--- src/rtl/sine_sweep_ctrl.sv ---
// Frequency-sweep sequencer: steps the sine generator's frequency word from a
// start to a stop frequency, holding each point for a settle and a dwell interval.
module sine_sweep_ctrl #(
  parameter int unsigned C_CLK_FRQ = 100_000_000,
  parameter int unsigned C_SETTLE  = 256,
  parameter int unsigned C_DWELL_W = 24
) (
  input  logic                 clk,
  input  logic                 rstb,
  input  logic                 start,
  input  logic                 abort,
  input  logic [15:0]          frq_start,
  input  logic [15:0]          frq_stop,
  input  logic [15:0]          frq_step,
  input  logic [C_DWELL_W-1:0] dwell,
  output logic [15:0]          frq,
  output logic                 busy,
  output logic                 settled,
  output logic [15:0]          point,
  output logic                 done
);

  localparam int unsigned SCNT_W = (C_SETTLE > 1) ? $clog2(C_SETTLE) : 1;
  localparam logic [SCNT_W-1:0] SETTLE_LAST = SCNT_W'(C_SETTLE - 1);
  // Clock frequency is informational only.
  localparam int unsigned unused_clk_frq = C_CLK_FRQ;

  typedef enum logic [1:0] {
    S_IDLE,
    S_SETTLE,
    S_DWELL,
    S_DONE
  } state_t;

  state_t                 state_q,     state_d;
  logic [15:0]            frq_q,       frq_d;
  logic [15:0]            stop_q,      stop_d;
  logic [15:0]            step_q,      step_d;
  logic [C_DWELL_W-1:0]   dwell_lim_q, dwell_lim_d;
  logic                   up_q,        up_d;
  logic [SCNT_W-1:0]      scnt_q,      scnt_d;
  logic [C_DWELL_W-1:0]   dcnt_q,      dcnt_d;
  logic [15:0]            point_q,     point_d;
  logic                   busy_q,      busy_d;
  logic                   settled_q,   settled_d;
  logic                   done_q,      done_d;

  // Candidate next point, widened to 17 bits so wrap past 0xFFFF or below 0 is visible.
  logic [16:0] frq_sum;
  logic [16:0] frq_dif;
  logic [15:0] frq_nxt;
  logic        last_pt;

  assign frq_sum = {1'b0, frq_q} + {1'b0, step_q};
  assign frq_dif = {1'b0, frq_q} - {1'b0, step_q};
  assign last_pt = (frq_q == stop_q) || (step_q == 16'd0);

  always_comb begin
    frq_nxt = stop_q;
    if (up_q) begin
      if (frq_sum <= {1'b0, stop_q}) frq_nxt = frq_sum[15:0];
    end else begin
      if (!frq_dif[16] && (frq_dif[15:0] >= stop_q)) frq_nxt = frq_dif[15:0];
    end
  end

  // NOTE: every signal written here gets a default first so no path can infer a latch.
  always_comb begin
    state_d     = state_q;
    frq_d       = frq_q;
    stop_d      = stop_q;
    step_d      = step_q;
    dwell_lim_d = dwell_lim_q;
    up_d        = up_q;
    scnt_d      = scnt_q;
    dcnt_d      = dcnt_q;
    point_d     = point_q;
    busy_d      = busy_q;
    settled_d   = settled_q;
    done_d      = 1'b0;

    unique case (state_q)
      S_IDLE: begin
        if (start) begin
          state_d     = S_SETTLE;
          frq_d       = frq_start;
          stop_d      = frq_stop;
          step_d      = frq_step;
          dwell_lim_d = (dwell == '0) ? '0 : dwell - C_DWELL_W'(1);
          up_d        = (frq_stop >= frq_start);
          scnt_d      = '0;
          dcnt_d      = '0;
          point_d     = 16'd0;
          busy_d      = 1'b1;
          settled_d   = 1'b0;
        end
      end

      S_SETTLE: begin
        if (scnt_q == SETTLE_LAST) begin
          state_d   = S_DWELL;
          settled_d = 1'b1;
          dcnt_d    = '0;
        end else begin
          scnt_d = scnt_q + SCNT_W'(1);
        end
      end

      S_DWELL: begin
        if (dcnt_q == dwell_lim_q) begin
          settled_d = 1'b0;
          if (last_pt) begin
            state_d = S_DONE;
            busy_d  = 1'b0;
            done_d  = 1'b1;
          end else begin
            state_d = S_SETTLE;
            frq_d   = frq_nxt;
            point_d = point_q + 16'd1;
            scnt_d  = '0;
          end
        end else begin
          dcnt_d = dcnt_q + C_DWELL_W'(1);
        end
      end

      S_DONE: begin
        state_d = S_IDLE;
      end

      default: begin
        state_d = S_IDLE;
      end
    endcase

    // Abort overrides everything, including a coincident start in IDLE, and silences the generator.
    if (abort) begin
      state_d   = S_IDLE;
      frq_d     = 16'd0;
      busy_d    = 1'b0;
      settled_d = 1'b0;
      done_d    = 1'b0;
    end
  end

  // NOTE: state registers use non-blocking assignments so every flop samples pre-edge values.
  always_ff @(posedge clk or negedge rstb) begin
    if (!rstb) begin
      state_q     <= S_IDLE;
      frq_q       <= 16'd0;
      stop_q      <= 16'd0;
      step_q      <= 16'd0;
      dwell_lim_q <= '0;
      up_q        <= 1'b0;
      scnt_q      <= '0;
      dcnt_q      <= '0;
      point_q     <= 16'd0;
      busy_q      <= 1'b0;
      settled_q   <= 1'b0;
      done_q      <= 1'b0;
    end else begin
      state_q     <= state_d;
      frq_q       <= frq_d;
      stop_q      <= stop_d;
      step_q      <= step_d;
      dwell_lim_q <= dwell_lim_d;
      up_q        <= up_d;
      scnt_q      <= scnt_d;
      dcnt_q      <= dcnt_d;
      point_q     <= point_d;
      busy_q      <= busy_d;
      settled_q   <= settled_d;
      done_q      <= done_d;
    end
  end

  assign frq     = frq_q;
  assign busy    = busy_q;
  assign settled = settled_q;
  assign point   = point_q;
  assign done    = done_q;

endmodule

--- config.mk ---
export PLATFORM = sky130hd
export DESIGN_NAME = sine_sweep_ctrl
export DESIGN_NICKNAME = d
export VERILOG_FILES = /design/src/rtl/sine_sweep_ctrl.sv
export SDC_FILE = /design/constraint.sdc
export NUM_CORES = 1
export LEC_CHECK = 0
export ABC_CLOCK_PERIOD_IN_PS = 8450
export CELL_PAD_IN_SITES_DETAIL_PLACEMENT = 0
export CELL_PAD_IN_SITES_GLOBAL_PLACEMENT = 1
export CORE_ASPECT_RATIO = 1.2
export CORE_MARGIN = 2
export CORE_UTILIZATION = 47
export DETAILED_ROUTE_END_ITERATION = 6
export HOLD_SLACK_MARGIN = 0.08
export PLACE_DENSITY_LB_ADDON = 0.25
export SYNTH_ARGS = -nofsm -noshare
export SYNTH_HDL_FRONTEND = slang
export SYNTH_SLANG_ARGS = --single-unit
export TNS_END_PERCENT = 1
--- constraint.sdc ---
create_clock -name clk -period 8.45 [get_ports clk]
set_input_delay 2.1125 -clock clk [delete_from_list [all_inputs] [get_ports clk]]
set_output_delay 2.1125 -clock clk [all_outputs]
set_load 0.005 [all_outputs]
Word-level counts from Yosys, hierarchy flattened
Cells that the tools add are included.

Register bits: 126. Output and inout bits: 35. Logic and storage cells: 98.

Add/subtract/negate cells: 6. $lt $le $gt $ge: 3. Equal/unequal tests: 17. Muxes and demuxes: 42. Reduce and logical (&&, ||, !) cells: 18.

Operator list (count): 16-bit two-way mux (10); 24-bit two-way mux (4); 24-bit case mux with 3 select lines (1); 16-bit case mux with 2 select lines (2); 16-bit >= comparator (2); 8-bit two-way mux (4); 24-bit by 1-bit adder with 24-bit output (second input constant) (1); 24-bit == test (1); 24-bit logical NOT (1); 8-bit case mux with 3 select lines (1); 24-bit by 1-bit subtractor with 24-bit output (second input constant) (1); 4-bit AND reduction (5); 16-bit by 16-bit adder with 17-bit output (1); 17-bit by 16-bit <= comparator with 1-bit output (1); 16-bit by 16-bit subtractor with 17-bit output (1); 16-bit by 1-bit adder with 16-bit output (second input constant) (1); 16-bit == test (1); 16-bit logical NOT (1); 3-bit inequality test (second input constant) (5); 1-bit two-way mux (12); 2-bit inequality test (second input constant) (6); 2-bit two-way mux (5); 8-bit by 1-bit adder with 8-bit output (second input constant) (1); 8-bit == test (second input constant) (1); other kinds (15) (17).

Depth between registers and ports, before layout
Gate-level depths: netlist of run 1.

Depth in word-level cells: 9. Gate-level depth with buffers: 20.

Worst setup path after synthesis of run 1
No wires, ideal clock.

Path kind: flip-flop to flip-flop. Start point: reg frq_q[0] (netlist: frq[0]). End point: reg frq_q[10] (netlist: frq[10]). Setup time: 122 ps. Arrival time: 4367 ps. Required time: 8328 ps. Slack: 3962 ps. Cell stages (with the launch flop): 20. Cell sequence: dfrtp_1 ha_1 inv_1 fa_1 or2_1 a221oi_2 or3b_1 a21oi_1 o311ai_0 xnor2_1 ha_1 nand4_1 nor2_1 o31ai_1 o311ai_0 a2111oi_2 a21oi_2 buf_4 a221o_1 a32o_1.

Word-level cells in the longest chain between the ends: 9. Elaborated cells on any way between the ends: 17. Those cells by class: add/sub (2); order compare (2); eq/ne (2); mux (7); reduce/logical (4).

Ends and longest elaborated chain: start: declaration (line 36) `logic [15:0] frq_q, frq_d;`; start signal: assignment (line 163) `frq_q <= frq_d;`; 16-bit by 16-bit subtractor with 17-bit output (line 55) `assign frq_dif = {1'b0, frq_q} - {1'b0, step_q};`; 16-bit >= comparator / 1-bit logical NOT (equally long branches) (line 63) `if (!frq_dif[16] && (frq_dif[15:0] >= stop_q)) frq_nxt = frq_dif[15:0];`; 1-bit logical AND (line 63); 16-bit two-way mux (line 63); 16-bit two-way mux (line 60) `if (up_q) begin`; 16-bit two-way mux (line 112) `if (last_pt) begin`; 16-bit two-way mux (line 110) `if (dcnt_q == dwell_lim_q) begin`; 16-bit case mux with 2 select lines (line 82) `unique case (state_q)`; 16-bit two-way mux (line 137) `if (abort) begin`.

Several ways; a longest one is shown, not always the timed one. The select of a mux whose other input is x is not followed. A chain may end at the register's enable or synchronous reset.

Worst setup path in the final report of run 1
Start point: reg frq_q[0] (netlist: frq[0]). End point: reg frq_q[12] (netlist: frq[12]).

Same word-level chain as after synthesis.

==> results.py, run 1 <==
metrics = {
    "run_status": {
        "status": "completed",
    },
    "routing": {
        "wl_met1_mm": 11.29,
        "vias": 8293,
        "drt-wirelength-per-cell_microns": 18.57,
        "via_per_inst": 5.723,
        "finalWirelength_mm": 26.92,
        "drtAntennaViolNets": 0,
        "dr_wl_met2_mm": 13.85,
        "top_layer_used": "met4",
        "initialDrtViolationCount": 446,
        "route.detailed.drc": 0,
        "met3WireLength_microns": 877,
        "dr.pass1.iters": 5,
    },
    "setup_path": {
        "crit_fanout": 15,
        "critical-path-slowest-cell": "a2111oi_2",
        "critPathRequiredTime_ns": 8.76,
        "critPathMaxStageDelay_ns": 0.57,
        "cp_top_family": "compound AO/OA/AOI/OAI gates",
        "critPathCaptureType": "register",
        "start_kind": "register",
        "reg2reg_slack_ns": 3.14,
        "r2r-end": "frq[12]$_DFFE_PN0P_",
        "critical_path.cell_chain": "ha_1 > inv_1 > fa_1 > or2_1 > a221oi_2 > nor2_1 > o21ba_2 > o31ai_1 > xnor2_1 > ha_1 > nand4_1 > inv_1 > a2111oi_0 > o311ai_0 > a2111oi_2 > a21oi_2 > a221o_1 > a32o_1",
        "ff2ff_path_depth": 18,
        "crit_type": "register to register",
        "crit_buf_inv": 2,
        "r2r-start": "frq[0]$_DFFE_PN0P_",
        "cp.arrival_ns": 5.62,
    },
    "clocking": {
        "clkTransAtPathRegs_ns": 0.06,
        "postCtsSetupRepairBufs": 0,
        "tritoncts": "done",
        "cts_buffers": 17,
        "ctsResizeCount": 0,
        "cts.sinks": 126,
        "cts_max_level": 4,
        "cts_max_path_buffers": 2,
        "hold_buffers": 0,
        "cts_root_buf": "clkbuf_16",
        "clk_latency_ns": 0.43,
    },
    "placed_design": {
        "pre_cts_ws_ns": 3.239,
        "portBuffers": 110,
        "gp_congestion": 0.9591,
        "dpl.hpwl_mm": 20.41,
    },
    "hold_path": {
        "worst_hold_path_type": "register to register",
        "min-delay-start": "dwell_lim_q[3]$_DFFE_PN0P_",
        "holdPathEnd": "dwell_lim_q[3]$_DFFE_PN0P_",
        "min_path_cells": 2,
    },
    "power": {
        "power_density_nw_per_um2": 333.4,
        "fin_total_pwr_mw": 3.809,
        "ir_drop_mv": 0.1584,
        "leakage_nw": 4.923,
    },
    "finish": {
        "multi_input_area_sq_um": 5856,
        "layout.nets": 1339,
        "antenna_cells": 0,
        "final_layout_size_suffix_gt1_share_pct": 7.601,
        "fillers": 1864,
        "area.sequential_sq_um": 3153,
        "syn_to_final_growth_pct": 20.02,
    },
    "run": {
        "cap_violations": 0,
    },
    "grt": {
        "grt_max_degree": 75,
        "grt_antenna_before_repair": 0,
        "grt_pass1_wl_mm": 43.80,
        "track_usage_pct": 26.02,
        "grt_pass1_vias": 8517,
        "gr-total-overflow": 0,
    },
    "sta": {
        "rsz0062_at_grt": "false",
        "hold_viol": 0,
        "fin_crit_sh_pct": 62.89,
        "slew_violations": 0,
        "setup_violations": 0,
        "setup_ws_ns": 3.136,
        "fin_tns_setup_ns": 0,
        "tightestPinTransition_ns": 1.071,
        "fmax_mhz": 188.2,
        "min_period_ns": 5.314,
        "slew_headroom_pct": 28.62,
        "clock_skew_ns": 0.009573,
    },
    "synth": {
        "synth-seq-cells": 126,
        "synthAdderAreaFrac_pct": 12.12,
        "synth_top_area_cell": "dfrtp_1",
        "synth_fp_nets": 1242,
        "ys_top_cells_by_area": "dfrtp_1, ha_1, xnor2_1",
        "synth_top_area_share_pct": 33.13,
        "yosysSeqAreaShare_pct": 33.13,
        "syn_area_per_cell_sq_um": 8.853,
        "syn_inst": 1075,
        "async_flop_share_pct": 100.0,
        "yosys.cell_types.count": 70,
        "synth_top_family_by_area": "simple AND/OR/NAND/NOR gates",
        "muxShareOfSynthArea_pct": 4.089,
        "synth_area_sq_um": 9517,
        "yosysWarnings": 0,
        "synth_compound_area_share_pct": 17.70,
        "synth-edff-count": 0,
        "synth_flop_cell": "dfrtp_1",
        "synth_simple_gate_area_share_pct": 17.93,
        "synth-xor-area-share_pct": 9.663,
    },
    "floorplanning": {
        "ios": 111,
        "start_util_pct": 47.49,
        "die_w_microns": 133.9,
        "die_y_microns": 159.9,
        "core_area_sq_um": 20040,
        "rows": 57,
        "die-area_sq_um": 21410,
    },
}
-- cell usage after synthesis (5+ instances only) --
| master | n |
|---|---|
| o211ai_1 | 9 |
| a211oi_1 | 14 |
| or2_2 | 6 |
| dfrtp_1 | 126 |
| nor3_1 | 22 |
| o21ai_0 | 69 |
| a221o_1 | 9 |
| nand3_1 | 30 |
| xor2_1 | 42 |
| a21o_1 | 15 |
| a21oi_1 | 42 |
| o31ai_1 | 10 |
| nor4_1 | 21 |
| nor3b_1 | 5 |
| or3_1 | 13 |
| a32o_1 | 8 |
| nand2_1 | 81 |
| nor2_1 | 85 |
| nand2b_1 | 11 |
| mux2_2 | 31 |
| inv_1 | 87 |
| xnor2_1 | 63 |
| ha_1 | 89 |
| o21bai_1 | 5 |
| clkbuf_1 | 34 |
| nor2b_1 | 9 |
| o21a_1 | 12 |
| and4_1 | 5 |
| and3_1 | 13 |
| nand4_1 | 25 |
| a31oi_1 | 11 |
-- stage by stage --
stage	instance area [sq um]	cells	utilization (%)	hold slack (ns)
floorplan	9517	1075	-	0.4702
global placement	10840	1418	54.07	0.4897
detailed placement	10840	1418	54.07	0.4908
CTS	11420	1449	57.00	0.5110
global route	11420	1449	57.00	0.5370
finish	11420	1449	57.00	0.5053
-- worst max path at each step --
stage | start | to | slack [ns] | cells after the start
floorplan | frq[0]$_DFFE_PN0P_ | frq[10]$_DFFE_PN0P_ | 3.96 | 19
global placement | dwell[0] | dwell_lim_q[18]$_DFFE_PN0P_ | 3.33 | 10
detailed placement | frq[0]$_DFFE_PN0P_ | frq[2]$_DFFE_PN0P_ | 3.24 | 18
CTS | frq[0]$_DFFE_PN0P_ | frq[12]$_DFFE_PN0P_ | 3.21 | 18
global route | frq[0]$_DFFE_PN0P_ | frq[12]$_DFFE_PN0P_ | 2.77 | 18
finish | frq[0]$_DFFE_PN0P_ | frq[12]$_DFFE_PN0P_ | 3.14 | 18
-- cells in the final DEF (no fill, tap or decap), drive strengths merged, types with 5 or more instances in the layout --
cell	synthesis	routed
dfrtp	126	126
o21a	12	12
and2	5	5
nor3	22	22
o31ai	11	11
nor2b	10	10
xor2	42	42
a221oi	6	6
o211ai	9	9
nand4	25	25
mux2	31	31
inv	88	93
o21bai	5	5
clkdlybuf4s50	0	109
buf	7	10
nand2b	11	11
a31oi	11	11
nor4	22	22
a32o	8	8
or3	13	13
nand3	30	30
xnor2	63	63
a211oi	14	14
clkbuf	34	18
and4	5	5
nor2	85	85
and3	13	13
nor3b	5	5
nand2	81	81
o21ai	70	70
a21o	15	15
a21oi	43	43
ha	89	89
or2	7	7
a221o	9	9
-- cells by family (layout without fill, tap and decap cells) --
| logic type | after synthesis | in the layout |
|---|---|---|
| compound gates | 247 | 247 |
| xor+xnor | 105 | 105 |
| fa+ha+maj | 91 | 91 |
| buf+inv | 129 | 238 |
| flops | 126 | 126 |
| mux | 35 | 35 |
| simple gates | 342 | 342 |
-- sequential cells by signal (all words and copies together), names as in the netlist --
register and count:
up_q 1, dcnt_q 24, point 16, dwell_lim_q 24, scnt_q 8, frq 16
stop_q 16, busy 1, settled 1, state_q 2, step_q 16, done 1
-- layer usage --
metal  track usage (%)  vias to the layer above
li1                  -                     4045
met1             30.95                     4020
met2             46.76                      176
met3             3.746                       52
met4             10.54                        0
met5                 0                        -
-- worst reg2reg max path, cell delays in order (launching register included) --
cell and delay (ns):
dfrtp_1 0.44, ha_1 0.20, inv_1 0.06, fa_1 0.40
or2_1 0.27, a221oi_2 0.30, nor2_1 0.07, o21ba_2 0.21
o31ai_1 0.27, xnor2_1 0.20, ha_1 0.29, nand4_1 0.11
inv_1 0.06, a2111oi_0 0.56, o311ai_0 0.24, a2111oi_2 0.57
a21oi_2 0.35, a221o_1 0.39, a32o_1 0.20
-- cell type report --
class,count,area share (%)
flip-flops and latches,126,27.60
repair buffers,119,10.21
inverters,88,2.892
clock inverters,13,1.369
clock buffers,18,3.757
multi-input cells,820,51.27
well taps,265,2.903
-- where the power goes --
group / internal, mW / switching [mW]
sequential: 0.766 / 0.204
combinational: 0.862 / 1.23
clock: 0.440 / 0.304
No activity file was read; power rests on OpenSTA's default activity.
==> run 2, diff against run 1 <==
--- a/config.mk
+++ b/config.mk
@@ -5,12 +5,12 @@
 export SDC_FILE = /design/constraint.sdc
 export NUM_CORES = 1
 export LEC_CHECK = 0
-export ABC_CLOCK_PERIOD_IN_PS = 8450
+export ABC_CLOCK_PERIOD_IN_PS = 4540
 export CELL_PAD_IN_SITES_DETAIL_PLACEMENT = 0
 export CELL_PAD_IN_SITES_GLOBAL_PLACEMENT = 1
 export CORE_ASPECT_RATIO = 1.2
 export CORE_MARGIN = 2
-export CORE_UTILIZATION = 47
+export CORE_UTILIZATION = 40
 export DETAILED_ROUTE_END_ITERATION = 6
 export HOLD_SLACK_MARGIN = 0.08
 export PLACE_DENSITY_LB_ADDON = 0.25
==> constraint.sdc (replaced) <==
create_clock -name clk -period 4.54 [get_ports clk]
set_input_delay 1.135 -clock clk [delete_from_list [all_inputs] [get_ports clk]]
set_output_delay 1.135 -clock clk [all_outputs]
set_load 0.005 [all_outputs]
==> results.py, run 2 (synthesis results as in run 1) <==
metrics = {
    "run": {
        "cap_violations": 0,
    },
    "routing": {
        "initialDrtViolationCount": 551,
        "route.detailed.drc": 0,
        "via_per_inst": 5.462,
        "dr.pass1.iters": 7,
        "vias": 8685,
        "drtAntennaViolNets": 0,
        "finalWirelength_mm": 30.10,
        "drt-wirelength-per-cell_microns": 18.93,
    },
    "sta": {
        "clock_skew_ns": 0.01430,
        "slew_headroom_pct": 45.66,
        "fin_crit_sh_pct": 103.0,
        "tightestPinTransition_ns": 0.8151,
        "hold_viol": 0,
        "rsz0062_at_grt": "true",
        "setup_ws_ns": -0.1356,
        "slew_violations": 0,
        "setup_violations": 13,
        "min_period_ns": 4.676,
        "fmax_mhz": 213.9,
        "hold-worst-slack_ns": 0.5119,
    },
    "floorplanning": {
        "core_area_sq_um": 23280,
        "rows": 61,
        "ios": 111,
        "start_util_pct": 40.88,
        "die_w_microns": 144.8,
        "die-area_sq_um": 25050,
        "die_y_microns": 173.0,
    },
    "clocking": {
        "cts_root_buf": "clkbuf_16",
        "clkTransAtPathRegs_ns": 0.06,
        "cts_buffers": 17,
        "cts_max_level": 4,
        "hold_buffers": 0,
        "cts_max_path_buffers": 2,
        "clk_latency_ns": 0.43,
        "cts.sinks": 126,
        "tritoncts": "done",
    },
    "run_status": {
        "status": "finished, violations left",
        "failed_checks": "negative setup slack",
    },
    "hold_path": {
        "worst_hold_path_type": "register to register",
        "min-delay-start": "dwell_lim_q[22]$_DFFE_PN0P_",
    },
    "grt": {
        "gr-total-overflow": 0,
        "grt_antenna_before_repair": 1,
        "grt_pass1_vias": 8941,
        "track_usage_pct": 24.58,
        "grt_max_degree": 72,
        "grt_pass1_wl_mm": 47.80,
    },
    "placed_design": {
        "dpl.hpwl_mm": 22.86,
        "gp_congestion": 0.9720,
        "portBuffers": 110,
    },
    "setup_path": {
        "cp_top_family": "compound AO/OA/AOI/OAI gates",
        "start_kind": "register",
        "crit_buf_inv": 3,
        "crit_fanout": 9,
        "critical_path.startpoint": "frq[6]$_DFFE_PN0P_",
        "critical_path.cell_chain": "ha_1 > buf_4 > or2_2 > a221oi_2 > a21oi_2 > o311ai_2 > xnor2_1 > ha_1 > nand4_1 > nor2_1 > o31ai_2 > o311ai_4 > a2111oi_2 > buf_4 > a21oi_4 > buf_12 > a221o_1 > a32o_2",
        "r2r-start": "frq[6]$_DFFE_PN0P_",
        "crit_type": "register to register",
        "critPathMaxStageDelay_ns": 0.44,
        "critPathCaptureType": "register",
        "cp.arrival_ns": 4.98,
        "critical-path-slowest-cell": "dfrtp_1",
        "critPathRequiredTime_ns": 4.85,
    },
    "finish": {
        "final_layout_size_suffix_gt1_share_pct": 16.64,
        "mostFrequentLayoutCell": "dfrtp_1",
        "layout_common_cells": "dfrtp_1, clkdlybuf4s50_1, buf_4",
        "syn_to_final_growth_pct": 30.94,
        "top_regs": "dcnt_q (24), dwell_lim_q (24)",
        "layout.nets": 1428,
        "area.sequential_sq_um": 3153,
        "final_util_pct": 53.53,
        "fillers": 2176,
        "multi_input_area_sq_um": 6081,
    },
    "power": {
        "clkPwrFrac_pct": 17.6,
        "power_density_nw_per_um2": 673.1,
        "seq_power_share_pct": 21.0,
        "ir_drop_mv": 0.3012,
        "intPower_mw": 4.597,
        "p_comb_share_pct": 61.4,
        "sw_frac_of_total_pct": 45.19,
        "leakage_nw": 5.489,
        "p_sw_mw": 3.790,
    },
}
run 2: cell types whose count changed in the layout (fill, tap and decap cells not counted), moves of 3 or more:
cell      delta
clkinv_4     -4
xnor2_2      +3
buf_4       +83
buf_12       +3
o311ai_0     -3
ha_2         +3
xnor2_1      -3
inv_8        +5
ha_1         -3
buf_6        +3
o31ai_1      -3
run 2: final timing paths:
check / endpoint / slack [ns] / cells past startpoint
worst min-delay path: dwell_lim_q[22]$_DFFE_PN0P_ / 0.51 / 2
worst max register to register: frq[3]$_DFFE_PN0P_ / -0.14 / 18
max in group asynchronous: dcnt_q[0]$_DFFE_PN0P_ / 2.87 / 2
min in group asynchronous: step_q[12]$_DFFE_PN0P_ / 0.79 / 1
worst max-delay path: frq[3]$_DFFE_PN0P_ / -0.14 / 18
worst min register to register: dwell_lim_q[22]$_DFFE_PN0P_ / 0.51 / 2
run 2: what timing repair did:
| item | CTS | global route |
|---|---|---|
| gates resized for setup | 30 | 18 |
| endpoints found under the hold margin | 0 | 0 |
| pin swaps | 15 | 20 |
| setup buffers | 7 | 7 |
| endpoints found under the setup margin | 16 | 16 |
run 2: power by group through the flow:
stage	clock network [mW]	registers [mW]	logic [mW]
2_1_floorplan	0	1.69	2.83
3_3_place_gp	0	1.77	4.54
3_5_place_dp	0	1.78	4.52
4_1_cts	1.49	1.76	4.86
5_1_grt	1.55	1.80	5.59
6_report	1.48	1.76	5.15
run 2: area by class of cell:
type	count	area share [%]
multi-input cells	820	48.80
well taps	315	3.163
diodes	1	0.02008
clock buffers	17	3.414
inverters	88	2.651
flip-flops and latches	126	25.30
repair buffers	208	15.11
clock inverters	15	1.536
run 2: per-layer routing:
metal	wire length (microns)	up-vias	global-route usage [%]	share of wire, %
met5	0	-	0	0
met4	1498	0	12.01	5.0
met3	1259	69	3.517	4.2
met2	14660	245	41.19	49
met1	12680	4153	30.66	42
li1	-	4218	-	-
run 2: tightest hold or removal path, stage by stage (launching register included):
cell	delay, ns
dfrtp_1	0.36
nand2_1	0.05
o21ai_0	0.07
run 2: through the flow:
step           setup slack, ns   TNS, ns  total power [mW]  cells  cell area (sq um)
6_report               -0.1356    -1.234             8.387   1590              12460
5_1_grt                -0.3283    -4.069             8.940   1589              12460
4_1_cts               -0.02019  -0.03867             8.116   1582              12290
3_5_place_dp           -0.4509    -5.734             6.299   1544              11490
3_3_place_gp           -0.4083    -5.308             6.319   1544              11490
2_1_floorplan          0.05173         0             4.516   1075               9517
==> run 3, diff against run 2 <==
--- a/config.mk
+++ b/config.mk
@@ -12,6 +12,7 @@
 export CORE_MARGIN = 2
 export CORE_UTILIZATION = 40
 export DETAILED_ROUTE_END_ITERATION = 6
+export GPL_TIMING_DRIVEN = 0
 export HOLD_SLACK_MARGIN = 0.08
 export PLACE_DENSITY_LB_ADDON = 0.25
 export SYNTH_ARGS = -nofsm -noshare
==> results.py, run 3 (synthesis results as in run 1) <==
metrics = {
    "power": {
        "power_density_nw_per_um2": 653.8,
        "leakage_nw": 5.179,
        "fin_total_pwr_mw": 7.928,
        "ir_drop_mv": 0.2926,
    },
    "routing": {
        "drt-wirelength-per-cell_microns": 18.56,
        "via_per_inst": 5.456,
        "vias": 8468,
        "drtAntennaViolNets": 0,
        "dr.pass1.iters": 5,
        "initialDrtViolationCount": 491,
        "finalWirelength_mm": 28.81,
        "route.detailed.drc": 0,
    },
    "finish": {
        "syn_to_final_growth_pct": 27.41,
        "final_cells": 1552,
        "mostFrequentLayoutCell": "dfrtp_1",
        "antenna_cells": 0,
        "layout_common_cells": "dfrtp_1, clkdlybuf4s50_1, inv_1",
        "layout.nets": 1391,
        "final_layout_size_suffix_gt1_share_pct": 13.02,
        "final_util_pct": 52.09,
        "top_regs": "dcnt_q (24), dwell_lim_q (24)",
        "design_area_sq_um": 12130,
    },
    "grt": {
        "grt_antenna_before_repair": 0,
        "grt_max_degree": 87,
        "gr-total-overflow": 0,
        "grt_pass1_wl_mm": 45.57,
        "track_usage_pct": 23.40,
        "grt_pass1_vias": 8670,
    },
    "setup_path": {
        "crit_type": "register to register",
        "cp.arrival_ns": 5.04,
        "critPathCaptureType": "register",
        "crit_fanout": 8,
        "critical_path.startpoint": "frq[10]$_DFFE_PN0P_",
        "start_kind": "register",
        "critPathRequiredTime_ns": 4.88,
        "r2r-start": "frq[10]$_DFFE_PN0P_",
    },
    "floorplanning": {
        "die-area_sq_um": 25050,
        "die_w_microns": 144.8,
        "core_area_sq_um": 23280,
        "ios": 111,
        "rows": 61,
        "die_y_microns": 173.0,
        "start_util_pct": 40.88,
    },
    "run": {
        "cap_violations": 0,
    },
    "sta": {
        "slew_violations": 0,
        "fin_crit_sh_pct": 103.7,
        "hold-worst-slack_ns": 0.5080,
        "setup_ws_ns": -0.1659,
        "fmax_mhz": 212.5,
        "tightestPinTransition_ns": 0.9084,
        "rsz0062_at_grt": "true",
        "setup_violations": 12,
        "slew_headroom_pct": 38.88,
        "fin_tns_setup_ns": -1.292,
        "clock_skew_ns": 0.01272,
        "min_period_ns": 4.706,
        "hold_viol": 0,
    },
    "clocking": {
        "cts_buffers": 17,
        "tritoncts": "done",
        "cts.sinks": 126,
        "cts_root_buf": "clkbuf_16",
        "cts_max_level": 4,
        "clkTransAtPathRegs_ns": 0.07,
        "cts_max_path_buffers": 2,
        "clk_latency_ns": 0.43,
    },
    "placed_design": {
        "pre_cts_ws_ns": -0.9353,
        "gp_congestion": 0.8759,
        "placed_area_sq_um": 11040,
        "post-place-cells": 1501,
        "portBuffers": 110,
        "dpl.hpwl_mm": 22.28,
    },
    "run_status": {
        "failed_checks": "negative setup slack",
        "status": "finished, violations left",
    },
    "hold_path": {
        "min-delay-start": "dwell_lim_q[14]$_DFFE_PN0P_",
        "worst_hold_path_type": "register to register",
    },
}
run 3: cell count changes in the layout (fill, tap and decap cells not counted), moves of 3 or more:
cell,before,now
clkbuf_1,0,27
inv_8,6,2
dfrtp_1,126,118
buf_12,3,0
dfrtp_2,0,8
clkbuf_4,0,3
inv_6,4,7
buf_4,93,23
run 3: repair_timing:
action | 4_1_cts | 5_1_grt
buffers inserted | 20 | 4
hold buffers | 0 | 0
setup endpoints to repair | 16 | 16
pin swaps | 28 | 9
resized for setup | 45 | 27
run 3: worst paths after layout:
check / endpoint / slack (ns) / cells past startpoint
worst min register to register: dwell_lim_q[14]$_DFFE_PN0P_ / 0.51 / 2
worst max register to register: frq[0]$_DFFE_PN0P_ / -0.17 / 18
worst max-delay path: frq[0]$_DFFE_PN0P_ / -0.17 / 18
max in group asynchronous: frq[6]$_DFFE_PN0P_ / 3.15 / 2
worst min-delay path: dwell_lim_q[14]$_DFFE_PN0P_ / 0.51 / 2
min in group asynchronous: step_q[2]$_DFFE_PN0P_ / 0.62 / 1
run 3: worst max-delay path: stages (launching register included):
cell       delay [ns]
dfrtp_1          0.48
ha_2             0.52
inv_1            0.16
a21oi_1          0.19
o31ai_2          0.12
a311oi_2         0.35
nor3_1           0.12
or2_2            0.32
ha_1             0.33
nand3_1          0.16
nor4_2           0.28
nand2_1          0.17
a2111oi_4        0.40
buf_4            0.19
a21oi_4          0.07
buf_6            0.16
buf_6            0.14
or3_1            0.30
a31oi_1          0.16
run 3: final cells by class:
class,count,area [sq um]
buffer,36,182.7
clock buffer,18,439.2
clock inverter,14,168.9
fill,2193,11150
inverter,88,330.3
multi-input combinational,820,6133
sequential,126,3163
tap,315,394.1
timing repair buffer,135,1314
run 3: layer usage:
layer	track usage (%)	vias up	routed length, microns
li1	-	4146	-
met1	28.16	4073	12110
met2	42.00	198	14900
met3	3.434	51	987
met4	7.929	0	808
met5	0	-	0
run 3: where the power goes:
part	internal (mW)	leakage, nW	switching, mW
clock	0.845	0.297	0.585
combinational	2.03	3.26	2.65
sequential	1.43	1.62	0.387
==> variant 1 (config.mk and constraints of run 2) <==
Reset style: synchronous (`rstb`), changed in one clocked block.
--- a/src/rtl/sine_sweep_ctrl.sv
+++ b/src/rtl/sine_sweep_ctrl.sv
@@ -144,7 +144,7 @@
   end
 
   // NOTE: state registers use non-blocking assignments so every flop samples pre-edge values.
-  always_ff @(posedge clk or negedge rstb) begin
+  always_ff @(posedge clk) begin
     if (!rstb) begin
       state_q     <= S_IDLE;
       frq_q       <= 16'd0;
Check against the original RTL: differs if rstb is asserted again (counterexample within 4 cycles, from zero or initial values and one cycle with rstb low); with rstb held inactive, the same outputs for 10 cycles.
==> variant 1 against run 2 <==
- setup slack gained 0.27 ns
- utilization down 1.3 points
- sequential share of layout area is 3.7 points lower
- sequential cell count is the same
- synthesized area shrank 4.3%
- first-iteration DRC count down 16%
- cell area fell by 6.1%
- maximum frequency is 6.2% higher
- non-clock buffer count fell by 23
- routed wire length fell by 2.1%
- synthesized cell count is 7.5% higher
- critical endpoint is now frq[0]
- clock skew increased by 0.0053 ns
Power is not compared: it rests on default switching activity, and its combinational part moved more than twofold at a synthesized area within 25%.
==> variant 1: results (changes against run 2) <==
| Metric | Value |
|---|---|
| Post-DP HPWL | `23.0 mm (+0.55%)` |
| Status | `completed` |
| Cell with the largest stage delay on the worst path | `dfxtp_1` |
| Share of layout cells above drive strength 1 | `11.3% (-5.4 points)` |
| Sw Ratio | `33.8%` |
| Worst Hold Class | `register to register` |
| Nonclk buf count | `185 (-11%)` |
| First-pass GRT wire length | `46.6 mm (-2.6%)` |
| Vias in the first global route | `8737 (-2.3%)` |
| Multi-input combinational area share | `53.5% (+4.7 points)` |
| CTS clock-pin slew for the worst setup and hold paths | `0.08 ns (+0.02 ns)` |
| Gr usage total | `25.0% (+0.38 points)` |
| Signal buffers share of area | `14.5% (-0.64 points)` |
| R2r setup slk | `0.14 ns (+0.27 ns)` |
| Setup bufs post-CTS | `0 (-7)` |
| Met3 wire len | `1.05 mm (-17%)` |
| Sequential area share after synthesis | `27.7% (-5.4 points)` |
| Drt first-iter violations | `461 (-16%)` |
| Worst slew pin tran | `1.20 ns (+0.381 ns)` |
| Drt total wl | `29.5 mm (-2.1%)` |
| Final sequential cell count | `126 (unchanged)` |
| Top post-synthesis cells by area | `dfxtp_1, ha_1, xnor2_1` |
| Vias | `8776 (+1.0%)` |
| Area Overhead vs Synth | `28.4%` |
| Final Skew | `0.0196 ns (+0.00528 ns)` |
| Syn Area/Cell | `7.88 µm² (-11%)` |
| Number of unique standard cell types used by synthesis | `73 (+4.3%)` |
| Met2 WL | `15.1 mm (+3.2%)` |
| First drt pass iteration count | `6 (-1)` |
| Max layer used | `met4` |
| Synth top cells by count | `nand2_1, dfxtp_1, nor2_1, ha_1, inv_1` |
| Filler instances | `2246 (+3.2%)` |
| Cts repair resizes | `6 (-80%)` |
| Top FF cell, synth | `dfxtp_1` |
| Worst r2r src | `step_q[7]` |
| Worst Setup EP | `frq[0]` |
| Sequential cell area | `2520 µm² (-20%)` |
| Metal-1 WL | `12.2 mm (-4.1%)` |
| Number of diodes | `0 (-1)` |
| Multi-input comb cells | `906 (+10%)` |
| Worst vdd ir | `255 µV` |
| Endpoints failing setup | `0 (-13)` |
| Largest net degree at the start of global routing | `42 (-42%)` |
| Met1 usage | `28.8% (-1.8 points)` |
| Crit path largest cell delay | `0.38 ns (-0.06 ns)` |
| GP Congestion | `0.952 (-2.0%)` |
| Non-Clock Inverter Count | `75 (-15%)` |
| Synthesized Nets | `1318 (+6.1%)` |
| Met3 usage | `3.53% (+0.010 points)` |
## variant 1: changes by cell type in the layout (fill, tap and decap cells not counted), sizes merged, moves of 24 or more
| cell | run 2 | this run |
|---|---|---|
| dfrtp | 126 | 0 |
| o21ai | 70 | 45 |
| dfxtp | 0 | 126 |
| buf | 99 | 75 |
| a21boi | 1 | 35 |
| mux2 | 31 | 1 |
| nand2 | 81 | 147 |
## variant 1: worst register-to-register path, delay by kind of cell, from the launching register on
kind            cells  cell delay [ns]
fa+ha+maj           2             0.63
xor+xnor            1             0.22
flops               1             0.38
simple gates        2             0.38
compound gates     10             2.19
buf+inv             3             0.45
## variant 1: stage by stage
stage / cells / setup WS (ns)
floorplan: 1156 / 0.257
global placement: 1564 / -0.0287
detailed placement: 1564 / -0.131
CTS: 1596 / 0.0322
global route: 1603 / -0.0786
finish: 1603 / 0.138
## variant 1: worst min path at each step
stage                               start               to  slack, ns  depth (start not counted)
final                     dwell_lim_q[21]  dwell_lim_q[21]       0.47                          2
after global routing      dwell_lim_q[19]  dwell_lim_q[19]       0.51                          2
after CTS                  dwell_lim_q[1]   dwell_lim_q[1]       0.48                          2
after detailed placement   dwell_lim_q[1]   dwell_lim_q[1]       0.46                          2
after global placement     dwell_lim_q[1]   dwell_lim_q[1]       0.46                          2
after floorplan           dwell_lim_q[23]  dwell_lim_q[23]       0.44                          2
## variant 1: cell families (layout without fill, tap and decap cells)
group | Yosys count | count (layout) | synth area share [%]
AOI/OAI and AO/OA | 256 | 256 | 19.3
and+or+nand+nor | 435 | 435 | 23.1
muxes | 5 | 5 | 0.563
xor gates and xnor gates | 124 | 124 | 11.9
buffers and inverters | 124 | 292 | 5.47
DFF | 126 | 126 | 27.7
adders and majority gates | 86 | 86 | 12.0
==> variant 2 (config.mk and constraints of run 2) <==
Without the edit above. The parameter `C_DWELL_W` goes from 24 to 48.
--- a/src/rtl/sine_sweep_ctrl.sv
+++ b/src/rtl/sine_sweep_ctrl.sv
@@ -3,7 +3,7 @@
 module sine_sweep_ctrl #(
   parameter int unsigned C_CLK_FRQ = 100_000_000,
   parameter int unsigned C_SETTLE  = 256,
-  parameter int unsigned C_DWELL_W = 24
+  parameter int unsigned C_DWELL_W = 48
 ) (
   input  logic                 clk,
   input  logic                 rstb,
Interface: changed (resized dwell); port bits go from 111 to 135. The function was not compared with the original's and may differ.
==> variant 2 against run 2 <==
- routed wire length increased by 23%
- sequential share of layout area increased by 2.1 points
- combinational power increased by 38%
- sequential power increased by 38%
- power increased by 32%
- synthesized area increased by 31%
- die area increased by 30%
- critical path depth increased by 5
- global-route usage decreased by 1.5 points
- worst hold slack got worse by 0.011 ns
- cell area increased by 28%
- setup slack improved by 0.25 ns
- critical path type unchanged
- sequential cell count increased by 48
==> variant 2: results (changes against run 2) <==
| Metric | Value |
|---|---|
| Status | `completed` |
| Post-synthesis adder-cell area fraction | `9.26% (-2.9 points)` |
| Leak pwr | `6.70 nW (+22%)` |
| Routed wire per std cell | `18.5 µm (-2.4%)` |
| Placed cells | `1961 (+27%)` |
| Crit path largest cell delay | `0.38 ns (-0.06 ns)` |
| Met1 usage | `27.4% (-3.3 points)` |
| XOR/XNOR Fraction of Synth Area | `11.7% (+2.1 points)` |
| Worst vdd ir | `394 µV (+31%)` |
| GP Congestion | `0.876 (-9.9%)` |
| Nonclk buf count | `246 (+18%)` |
| Worst slew pin tran | `0.828 ns (+0.0129 ns)` |
| CP Max Fanout | `5 (-4)` |
| Vias in the first global route | `10800 (+21%)` |
| R2r setup slk | `0.12 ns (+0.25 ns)` |
| IO buf count | `134 (+22%)` |
| Power per cell area | `693 nW/µm² (+3.0%)` |
| Sequential cell area | `4360 µm² (+38%)` |
| Placed inst area | `14700 µm² (+28%)` |
| Worst Setup EP | `frq[15]` |
| Row count | `70 (+15%)` |
| Syn Area/Cell | `8.96 µm² (+1.2%)` |
| Min-Delay Endpoint | `dwell_lim_q[11]` |
| Multi-input combinational area share | `49.7% (+0.89 points)` |
| Synth Area in Compound Gates | `14.9% (-2.8 points)` |
| Sequential power | `2.43 mW (+38%)` |
| Non-Clock Inverter Count | `84 (-4.5%)` |
| Largest net degree at the start of global routing | `86 (+19%)` |
| Hold_sp | `dwell_lim_q[11]` |
| Gr usage total | `23.1% (-1.5 points)` |
| Drt total wl | `37.1 mm (+23%)` |
| Multi-input comb cells | `1076 (+31%)` |
| NetSw | `4.99 mW (+32%)` |
| First-pass GRT wire length | `58.0 mm (+21%)` |
| Drt first-iter violations | `625 (+13%)` |
| Design Power | `11.0 mW (+32%)` |
| Largest registers | `dcnt_q: 48 flops, dwell_lim_q: 48 flops` |
| Filler instances | `2922 (+34%)` |
| First drt pass iteration count | `5 (-2)` |
| Place WS | `-0.229 ns (+0.222 ns)` |
==> variant 2: changes by cell type after synthesis, sizes merged, moves of 10 or more <==
cell / change
nor3: +13
o21ai: +32
nand4: +15
buf: +10
dfrtp: +48
a21oi: +22
nand3: +15
nand2: +38
nor2: +48
or3: +25
xnor2: +49
xor2: +13
==> variant 2: worst max-delay path, delay by kind of cell (launching register included) <==
kind | cells | cell delay [ns]
xor+xnor | 1 | 0.24
flops | 1 | 0.38
buf+inv | 4 | 0.66
fa+ha+maj | 3 | 0.81
compound gates | 10 | 1.82
simple gates | 5 | 0.38
==> variant 2: layer usage <==
| layer | wire length (µm) | part of all wire (%) |
|---|---|---|
| met4 | 1290 | 3.5 |
| met3 | 1080 | 2.9 |
| met5 | 0 | 0 |
| met2 | 19300 | 52 |
| met1 | 15400 | 41 |
